===== src/rtl/alu_seq.sv =====
// Signed saturating ALU with a start/busy/done handshake. Single-cycle ops load
// on the accept edge. The multiply runs as a WIDTH-iteration shift-add on operand magnitudes.
module alu_seq #(
    parameter int WIDTH = 8
) (
    input  logic             clk,
    input  logic             reset,
    input  logic             start,
    input  logic [2:0]       opcode,
    input  logic [WIDTH-1:0] accum,
    input  logic [WIDTH-1:0] data,
    output logic [WIDTH-1:0] alu_out,
    output logic             zero,
    output logic             overflow,
    output logic             busy,
    output logic             done
);

    localparam int PW = 2 * WIDTH;
    localparam int EW = WIDTH + 2;
    localparam int CW = $clog2(WIDTH + 1);

    localparam logic signed [EW-1:0] MAX_E = {3'b000, {(WIDTH-1){1'b1}}};
    localparam logic signed [EW-1:0] MIN_E = {3'b111, {(WIDTH-1){1'b0}}};
    localparam logic [WIDTH-1:0] MAX_W = {1'b0, {(WIDTH-1){1'b1}}};
    localparam logic [WIDTH-1:0] MIN_W = {1'b1, {(WIDTH-1){1'b0}}};
    localparam logic [PW-1:0] POS_LIM = {{(WIDTH+1){1'b0}}, {(WIDTH-1){1'b1}}};
    localparam logic [PW-1:0] NEG_LIM = {{WIDTH{1'b0}}, 1'b1, {(WIDTH-1){1'b0}}};

    typedef enum logic {IDLE, MUL} state_t;
    typedef enum logic [2:0] {
        OP_PASSA = 3'b000,
        OP_ADD   = 3'b001,
        OP_SUB   = 3'b010,
        OP_AND   = 3'b011,
        OP_XOR   = 3'b100,
        OP_ABS   = 3'b101,
        OP_MUL   = 3'b110,
        OP_PASSB = 3'b111
    } op_t;

    state_t           state_q, state_d;
    logic [CW-1:0]    cnt_q, cnt_d;
    logic [PW-1:0]    acc_q, acc_d;
    logic [PW-1:0]    mcand_q, mcand_d;
    logic [WIDTH-1:0] mplier_q, mplier_d;
    logic             neg_q, neg_d;
    logic [WIDTH-1:0] result_q, result_d;
    logic             zero_q, zero_d;
    logic             ovf_q, ovf_d;
    logic             done_q, done_d;

    logic signed [EW-1:0] aExt, bExt, wide;
    logic                 satOp;
    logic [WIDTH-1:0]     aluRes;
    logic                 aluOvf;
    logic [WIDTH-1:0]     absA, absB;
    logic [PW-1:0]        accNext;
    logic [WIDTH-1:0]     mulLow;
    logic [WIDTH-1:0]     mulRes;
    logic                 mulOvf;

    assign aExt = {{2{accum[WIDTH-1]}}, accum};
    assign bExt = {{2{data[WIDTH-1]}}, data};

    // Two guard bits keep add/sub/abs exact before clamping.
    always_comb begin
        wide  = '0;
        satOp = 1'b0;
        case (op_t'(opcode))
            OP_PASSA: wide = aExt;
            OP_ADD:   begin wide = aExt + bExt; satOp = 1'b1; end
            OP_SUB:   begin wide = aExt - bExt; satOp = 1'b1; end
            OP_AND:   wide = aExt & bExt;
            OP_XOR:   wide = aExt ^ bExt;
            OP_ABS:   begin wide = accum[WIDTH-1] ? -aExt : aExt; satOp = 1'b1; end
            OP_PASSB: wide = bExt;
            default:  wide = '0;
        endcase
    end

    always_comb begin
        aluRes = wide[WIDTH-1:0];
        aluOvf = 1'b0;
        if (satOp && (wide > MAX_E)) begin
            aluRes = MAX_W;
            aluOvf = 1'b1;
        end else if (satOp && (wide < MIN_E)) begin
            aluRes = MIN_W;
            aluOvf = 1'b1;
        end
    end

    assign absA = accum[WIDTH-1] ? (~accum + WIDTH'(1)) : accum;
    assign absB = data[WIDTH-1]  ? (~data + WIDTH'(1))  : data;

    assign accNext = acc_q + (mplier_q[0] ? mcand_q : '0);
    assign mulLow  = accNext[WIDTH-1:0];

    // A negative result may reach exactly 2^(WIDTH-1) in magnitude without clamping.
    always_comb begin
        mulRes = mulLow;
        mulOvf = 1'b0;
        if (!neg_q) begin
            if (accNext > POS_LIM) begin
                mulRes = MAX_W;
                mulOvf = 1'b1;
            end
        end else if (accNext > NEG_LIM) begin
            mulRes = MIN_W;
            mulOvf = 1'b1;
        end else begin
            mulRes = ~mulLow + WIDTH'(1);
        end
    end

    always_comb begin
        state_d  = state_q;
        cnt_d    = cnt_q;
        acc_d    = acc_q;
        mcand_d  = mcand_q;
        mplier_d = mplier_q;
        neg_d    = neg_q;
        result_d = result_q;
        zero_d   = zero_q;
        ovf_d    = ovf_q;
        done_d   = 1'b0;
        case (state_q)
            IDLE: begin
                if (start) begin
                    if (op_t'(opcode) == OP_MUL) begin
                        mcand_d  = {{WIDTH{1'b0}}, absA};
                        mplier_d = absB;
                        neg_d    = accum[WIDTH-1] ^ data[WIDTH-1];
                        acc_d    = '0;
                        cnt_d    = '0;
                        state_d  = MUL;
                    end else begin
                        result_d = aluRes;
                        zero_d   = (aluRes == '0);
                        ovf_d    = aluOvf;
                        done_d   = 1'b1;
                    end
                end
            end
            MUL: begin
                acc_d    = accNext;
                mcand_d  = mcand_q << 1;
                mplier_d = mplier_q >> 1;
                cnt_d    = cnt_q + CW'(1);
                if (cnt_q == CW'(WIDTH - 1)) begin
                    result_d = mulRes;
                    zero_d   = (mulRes == '0);
                    ovf_d    = mulOvf;
                    done_d   = 1'b1;
                    state_d  = IDLE;
                end
            end
            default: state_d = IDLE;
        endcase
    end

    always_ff @(posedge clk) begin
        if (reset) begin
            state_q  <= IDLE;
            cnt_q    <= '0;
            acc_q    <= '0;
            mcand_q  <= '0;
            mplier_q <= '0;
            neg_q    <= 1'b0;
            result_q <= '0;
            zero_q   <= 1'b1;
            ovf_q    <= 1'b0;
            done_q   <= 1'b0;
        end else begin
            state_q  <= state_d;
            cnt_q    <= cnt_d;
            acc_q    <= acc_d;
            mcand_q  <= mcand_d;
            mplier_q <= mplier_d;
            neg_q    <= neg_d;
            result_q <= result_d;
            zero_q   <= zero_d;
            ovf_q    <= ovf_d;
            done_q   <= done_d;
        end
    end

    assign alu_out  = result_q;
    assign zero     = zero_q;
    assign overflow = ovf_q;
    assign busy     = (state_q == MUL);
    assign done     = done_q;

endmodule


===== config.mk =====
export PLATFORM = sky130hd
export DESIGN_NAME = alu_seq
export DESIGN_NICKNAME = d
export VERILOG_FILES = /design/src/rtl/alu_seq.sv
export SDC_FILE = /design/constraint.sdc
export NUM_CORES = 1
export LEC_CHECK = 0
export ABC_AREA = 1
export BUFFER_PORTS_ARGS = -buffer_cell sky130_fd_sc_hd__buf_2
export CAP_MARGIN = 20
export CORE_MARGIN = 3
export CORE_UTILIZATION = 50
export CTS_CLUSTER_SIZE = 24
export DETAILED_ROUTE_END_ITERATION = 6
export PLACE_DENSITY = 0.7
export SYNTH_ARGS = -nofsm -noshare
export SYNTH_HDL_FRONTEND = slang
export SYNTH_SLANG_ARGS = --single-unit

===== constraint.sdc =====
create_clock -name clk -period 2.4 [get_ports clk]
set_input_delay 0.24 -clock clk [delete_from_list [all_inputs] [get_ports clk]]
set_output_delay 0.24 -clock clk [all_outputs]
set_load 0.02 [all_outputs]

==> results of run 1 <==
registers in the layout (all words and copies together) (netlist names):
signal and cells:
acc_q 16, alu_out 8, busy 1, cnt_q 4, done 1, mcand_q 16, mplier_q 8, neg_q 1
overflow 1, zero 1
cell usage in the layout, fill, tap and decap left out, types with 5 or more instances in the layout:
cell | Yosys | final
a21oi_1 | 60 | 52
a21oi_2 | 0 | 8
a31oi_1 | 11 | 11
buf_2 | 2 | 33
buf_4 | 0 | 126
buf_6 | 0 | 7
clkbuf_8 | 0 | 12
dfxtp_1 | 57 | 55
ha_1 | 36 | 22
ha_4 | 0 | 14
inv_1 | 130 | 118
inv_2 | 4 | 16
nand2_1 | 284 | 251
nand2_2 | 7 | 35
nand2_4 | 0 | 5
nand3_1 | 76 | 63
nand3_2 | 2 | 12
nand3b_1 | 5 | 5
nand4_1 | 14 | 14
nor2_1 | 49 | 37
nor2_2 | 4 | 10
nor2_4 | 0 | 6
nor3_1 | 9 | 8
o21ai_0 | 31 | 24
o21ai_1 | 3 | 8
o22ai_1 | 9 | 8
xor2_1 | 10 | 8
timing repair:
action	in CTS	in global routing
buffers inserted	2	3
hold buffers	0	0
pin swaps	16	37
resized for setup	59	76
setup endpoints to repair	10	10
worst register-to-register path: stages (launching register included):
cell and delay (ns):
dfxtp_4 0.37, nand2_2 0.06, inv_2 0.06, ha_4 0.13, inv_2 0.04, fa_2 0.59, buf_6 0.13, ha_4 0.12
and2_4 0.14, nand2_4 0.05, nor2_4 0.12, nand3_2 0.08, nand2_2 0.09, nand3_2 0.09, nand2_4 0.13, nand2_2 0.08
nor2_4 0.09, nor2_1 0.05, nand3_1 0.07, nand2_1 0.05, nand2_1 0.05, nand2_1 0.05
layout make-up:
cell class | count | area, um2 | share of cell area [%]
Sequential cell | 57 | 1150 | 16.1
Tap cell | 133 | 166 | 2.34
Multi-Input combinational cell | 645 | 3880 | 54.6
Inverter | 135 | 507 | 7.14
Clock inverter | 4 | 50.0 | 0.705
Timing Repair Buffer | 166 | 1190 | 16.8
Clock buffer | 12 | 165 | 2.33
cells by family after synthesis:
group	after synthesis	synth area share, %
AND/OR/NAND/NOR	465	39.5
AO/OA/AOI/OAI	129	14.2
XOR/XNOR	12	2.07
buffers and inverters	158	11.7
flip-flops	57	22.5
adder cells (fa/ha/maj)	39	10.1
routing by layer:
metal  routed length, um  GRT usage [%]  vias to the layer above
met4                 575           11.5                        0
met3                 790           5.00                       54
met1                7250           35.4                     2827
li1                    -              -                     3086
met5                   0              0                        -
met2                8760           55.3                      192
power by group through the flow:
stage                     combinational (mW)  sequential (mW)  clock [mW]
after floorplan                        0.337             1.03           0
after global placement                 0.616             1.01           0
after detailed placement               0.623             1.01           0
after CTS                              0.638            0.991       0.981
after global routing                   0.720            0.994        1.03
final                                  0.652            0.991       0.977
stage by stage:
stage	setup slack [ns]	hold slack [ns]	setup TNS, ns	power, mW	utilization, %
5_1_grt	-0.462	0.169	-3.80	2.74	72.3
2_1_floorplan	-0.151	0.389	-0.559	1.37	-
3_5_place_dp	-0.359	0.455	-2.74	1.63	64.1
6_report	-0.313	0.161	-2.29	2.62	72.3
4_1_cts	-0.240	0.151	-1.73	2.61	69.4
3_3_place_gp	-0.239	0.453	-1.89	1.63	64.1
path summary, 6_finish.rpt:
kind | slack, ns | from | to | cells past startpoint
worst max-delay path | -0.31 | mplier_q[0] | zero | 21
worst min-delay path | 0.16 | reset | acc_q[2] | 2
worst max register to register | -0.31 | mplier_q[0] | zero | 21
worst min register to register | 0.47 | mcand_q[15] | mcand_q[15] | 2
==> reports/metrics.yaml, run 1 <==
outcome: "complete, but fails checks"
violations: "negative setup slack"
tritoncts: "built"
tightest_slew_ns: 0.795
max_stage_delay_ns: 0.59
synth_common_cells: "nand2_1 (284), inv_1 (130), nand3_1 (76), a21oi_1 (60), dfxtp_1 (57)"
p_leak_nw: 3.64
syn-num-nets: 921
timing.final.crit_share_pct: 113
clk_pin_slew_ns: 0.07
clkPwrFrac_pct: 37.3
dr.pass1.iters: 5
die_w_um: 107
placed_cell_area_um2: 6290
drive_gt1_share_pct: 30.6
via_per_inst: 5.35
finalSetupViolCount: 10
drv_slew: 0
dieArea_um2: 11400
worst_setup_path_start_kind: "flop"
ir_drop_v: 0.000224
synth.most_common_cell: "nand2_1"
synth_cell_types: 41
htree_levels: 3
initial_utilization_pct: 51.7
clock_skew_ns: 0.0189
stdcell_count: 1152
cp_num_buf_inv: 3
yosys_register_bits: 57
num_rows: 36
areaGrowthSynthToFinish_pct: 39.8
max_cap_viol_count: 0
placed_cells: 1131
seqPwrFrac_pct: 37.8
core_area_um2: 9820
max_clock_freq_mhz: 369
hold_class: "in2reg"
synth_area_um2: 5080
powerDensity_nw_per_um2: 369
switching_share_pct: 31.8
io_buffer_count: 33
timing.critical_path.cells: "nand2_2 -> inv_2 -> ha_4 -> inv_2 -> fa_2 -> buf_6 -> ha_4 -> and2_4 -> nand2_4 -> nor2_4 -> nand3_2 -> nand2_2 -> nand3_2 -> nand2_4 -> nand2_2 -> nor2_4 -> nor2_1 -> nand3_1 -> nand2_1 -> nand2_1 -> nand2_1"
endpoint_kind: "flop"
internal_power_mw: 1.79
finalWirelength_mm: 17.4
grt_pass1_vias: 5975
ys_seq_area_share_pct: 22.5
hold_viol_final: 0
final_cell_area_um2: 7100
die_h_um: 107
io_pins: 34
synth_area_per_cell_um2: 5.91
antenna_left: 0
period_needed_ns: 2.71
synth_top_area_share_pct: 22.5
p_comb_share_pct: 24.9
syn_inst: 860
synth_top_cell_by_area: "dfxtp_1"
root_buffer: "clkbuf_8"
rsz0062_at_grt: "true"
fill_cells: 835
routabilityCongestion: 0.999
num_vias: 6159
grt_antenna_before_repair: 0
synth-edff-count: 0
dp_hpwl_mm: 13.1
synthArstFlopShare_pct: 0
synth_area_leaders: "dfxtp_1 (22%), nand2_1 (21%), inv_1 (9.6%), ha_1 (8.9%), nand3_1 (7.5%)"
cp_top_family: "simple AND/OR/NAND/NOR gates"
relSlewSlack_pct: 46.9
grt_pass1_wl_mm: 28.0
cts_buffers: 9
cts_buffer_depth: 2
fin_ws_ns: -0.313
crit_arrival_ns: 2.96
drt-initial-drc-count: 451
yosysWarnings: 0
worst_path_max_delay_cell: "fa_2"
power_switching_mw: 0.832
overflow: 0
worstPathMaxFanout: 6
diodes: 0
grt_max_degree: 39
crit_type: "reg2reg"
worstPathRequired_ns: 2.65
insertion_delay_ns: 0.36
detail_route.wl_per_cell_um: 15.1
drc_errors: 0
final_nets: 1075
cts_sinks: 57
grtUsageTotal_pct: 30.3
synthFlopType: "dfxtp_1"
(Power assumes the default switching activity.)
==> inputs of run 2 (changes only) <==
--- a/config.mk
+++ b/config.mk
@@ -12,7 +12,7 @@
 export CORE_UTILIZATION = 50
 export CTS_CLUSTER_SIZE = 24
 export DETAILED_ROUTE_END_ITERATION = 6
-export PLACE_DENSITY = 0.7
+export PLACE_DENSITY_LB_ADDON = 0.15
 export SYNTH_ARGS = -nofsm -noshare
 export SYNTH_HDL_FRONTEND = slang
 export SYNTH_SLANG_ARGS = --single-unit
==> run 2 against run 1 <==
The run still ends with negative setup slack left. Register-to-register slack improved by 0.03 ns. Design area decreased by 1.7%. Total power decreased by 2.5%. First-iteration DRC count decreased by 3.5%. Utilization decreased by 1.3 points. Critical endpoint unchanged. Largest power group unchanged.
==> reports/metrics.yaml, run 2 (synthesis results as in run 1) <==
cts_buffers: 9  # unchanged
areaGrowthSynthToFinish_pct: 37.4
drive_gt1_share_pct: 28.0  # -2.7 points
antenna_left: 0  # unchanged
final_nets: 1079  # +0.37%
cts_sinks: 57  # unchanged
fill_cells: 866  # +3.7%
routabilityCongestion: 0.957  # -4.2%
insertion_delay_ns: 0.36  # about the same
drv_slew: 0  # unchanged
ir_drop_v: 0.000229  # +2.2%
crit_type: "reg2reg"
hold_class: "in2reg"
clock_skew_ns: 0.0188  # -0.0000644 ns
timing.final.crit_share_pct: 112  # -1.2 points
finalSetupViolCount: 10  # unchanged
tritoncts: "built"
drc_errors: 0  # unchanged
overflow: 0  # unchanged
min_to: "acc_q[0]"
worst_setup_path_start_kind: "flop"
period_needed_ns: 2.68  # -0.0286 ns
dieArea_um2: 11400  # unchanged
initial_utilization_pct: 51.7  # unchanged
drt-initial-drc-count: 435  # -3.5%
grt_max_degree: 39  # unchanged
cts_hold_buf: 0  # unchanged
finalWirelength_mm: 17.8  # +2.4%
fin_ws_ns: -0.285  # +0.0286 ns
powerDensity_nw_per_um2: 366  # -0.73%
outcome: "complete, but fails checks"
endpoint_kind: "flop"
layout_commonest_cell: "nand2_1"
rsz0062_at_grt: "true"
io_buffer_count: 33  # unchanged
die_h_um: 107  # unchanged
relSlewSlack_pct: 38.7  # -8.2 points
r2r-start: "mplier_q[0]"
max_clock_freq_mhz: 373  # +1.1%
r2r-end: "zero"
holdWs_ns: 0.142  # -0.0192 ns
core_area_um2: 9820  # unchanged
multiInputGateArea_um2: 3750  # -3.2%
num_rows: 36  # unchanged
hold_viol_final: 0  # unchanged
diodes: 0  # unchanged
clk_pin_slew_ns: 0.08  # about the same
cts_buffer_depth: 2  # unchanged
io_pins: 34  # unchanged
via_per_inst: 5.37  # +0.41%
layout_common_cells: "nand2_1 (261), buf_4 (132), inv_1 (122)"
rrSetupSlack_ns: -0.28  # +0.03 ns
grt_antenna_before_repair: 0  # unchanged
num_vias: 6206  # +0.76%
max_cap_viol_count: 0  # unchanged
violations: "negative setup slack"
tightest_slew_ns: 0.918  # +0.123 ns
p_leak_nw: 3.61  # -0.71%
grtUsageTotal_pct: 31.2  # +0.92 points
worstPathMaxFanout: 3  # -3
crit_arrival_ns: 2.95  # about the same
grt_pass1_wl_mm: 28.7  # +2.7%
layout.area.seq_um2: 1140  # -0.22%
die_w_um: 107  # unchanged
grt_pass1_vias: 6101  # +2.1%
detail_route.wl_per_cell_um: 15.4  # +2.0%
worstHoldStart: "reset"
dr.pass1.iters: 5  # unchanged
root_buffer: "clkbuf_8"
dp_hpwl_mm: 13.5  # +3.0%
worstPathRequired_ns: 2.66  # about the same
pre_cts_slack_ns: -0.361  # -0.00109 ns
htree_levels: 3  # unchanged
largest_registers: "acc_q (16), mcand_q (16)"
min_path_cells: 2  # unchanged
ff2ff_path_depth: 21  # unchanged
run 2: cell count changes in the layout (fill, tap and decap cells not counted), moves of 2 or more:
cell	before	now
nand3_1	63	67
inv_1	118	122
buf_6	7	5
nor2_4	6	4
nand3_2	12	9
o21ai_2	2	0
nand2_1	251	261
nand2_2	35	25
nor2_1	37	40
inv_2	16	12
a21oi_2	8	4
buf_4	126	132
clkbuf_8	12	9
a21oi_1	52	56
run 2: how the worst max path moves through the flow:
stage / from / end / slack, ns / depth (start not counted)
after floorplan: mplier_q[0] / zero / -0.15 / 21
after global placement: mplier_q[0] / zero / -0.28 / 23
after detailed placement: mplier_q[0] / zero / -0.36 / 22
after CTS: mplier_q[0] / zero / -0.18 / 20
after global routing: acc_q[0] / zero / -0.41 / 19
final: mplier_q[0] / zero / -0.28 / 21
run 2: power by group:
part,internal [mW],switching [mW]
clock,0.476,0.427
combinational,0.257,0.401
sequential,0.973,0.0207
run 2: final cells by class:
| cell class | count | area share, % |
|---|---|---|
| multi-input combinational | 645 | 53.8 |
| clock inverter | 7 | 1.02 |
| sequential | 57 | 16.4 |
| timing repair buffer | 170 | 17.4 |
| tap | 133 | 2.38 |
| inverter | 135 | 7.26 |
| clock buffer | 9 | 1.78 |
run 2: stage by stage:
stage	total power, mW	utilization [%]	std cells	TNS (ns)	cell area (um2)
final	2.56	71.1	1156	-1.93	6980
after global routing	2.68	71.1	1156	-3.34	6980
after CTS	2.55	69.7	1156	-1.13	6840
after detailed placement	1.65	64.3	1134	-3.01	6320
after global placement	1.64	64.3	1134	-2.36	6320
after floorplan	1.37	-	860	-0.559	5100
run 2: worst max-delay path, stage by stage (launching register included):
cell and delay [ns]:
dfxtp_2 0.36, nand2_2 0.07, inv_2 0.06, ha_4 0.12
inv_2 0.04, fa_2 0.38, inv_2 0.09, buf_6 0.11
nand3_2 0.11, nand3_1 0.13, nand2_1 0.08, nand2_1 0.06
nand2_1 0.08, nor2_4 0.20, buf_4 0.15, nand4_1 0.11
nand3_1 0.15, nor2_1 0.06, nand3_1 0.08, nand2_1 0.06
nand2_1 0.05, nand2_1 0.04
run 2: metal layers:
layer / routed length [um] / global-route usage [%]
met1: 7500 / 37.3
met3: 786 / 4.21
met5: 0 / 0
met2: 8970 / 57.0
met4: 540 / 11.2
run 2: what timing repair did:
| action | in CTS | in global routing |
|---|---|---|
| pin swaps | 10 | 20 |
| buffers inserted | 6 | 0 |
| resized for setup | 60 | 36 |
| endpoints found under the setup margin | 10 | 10 |
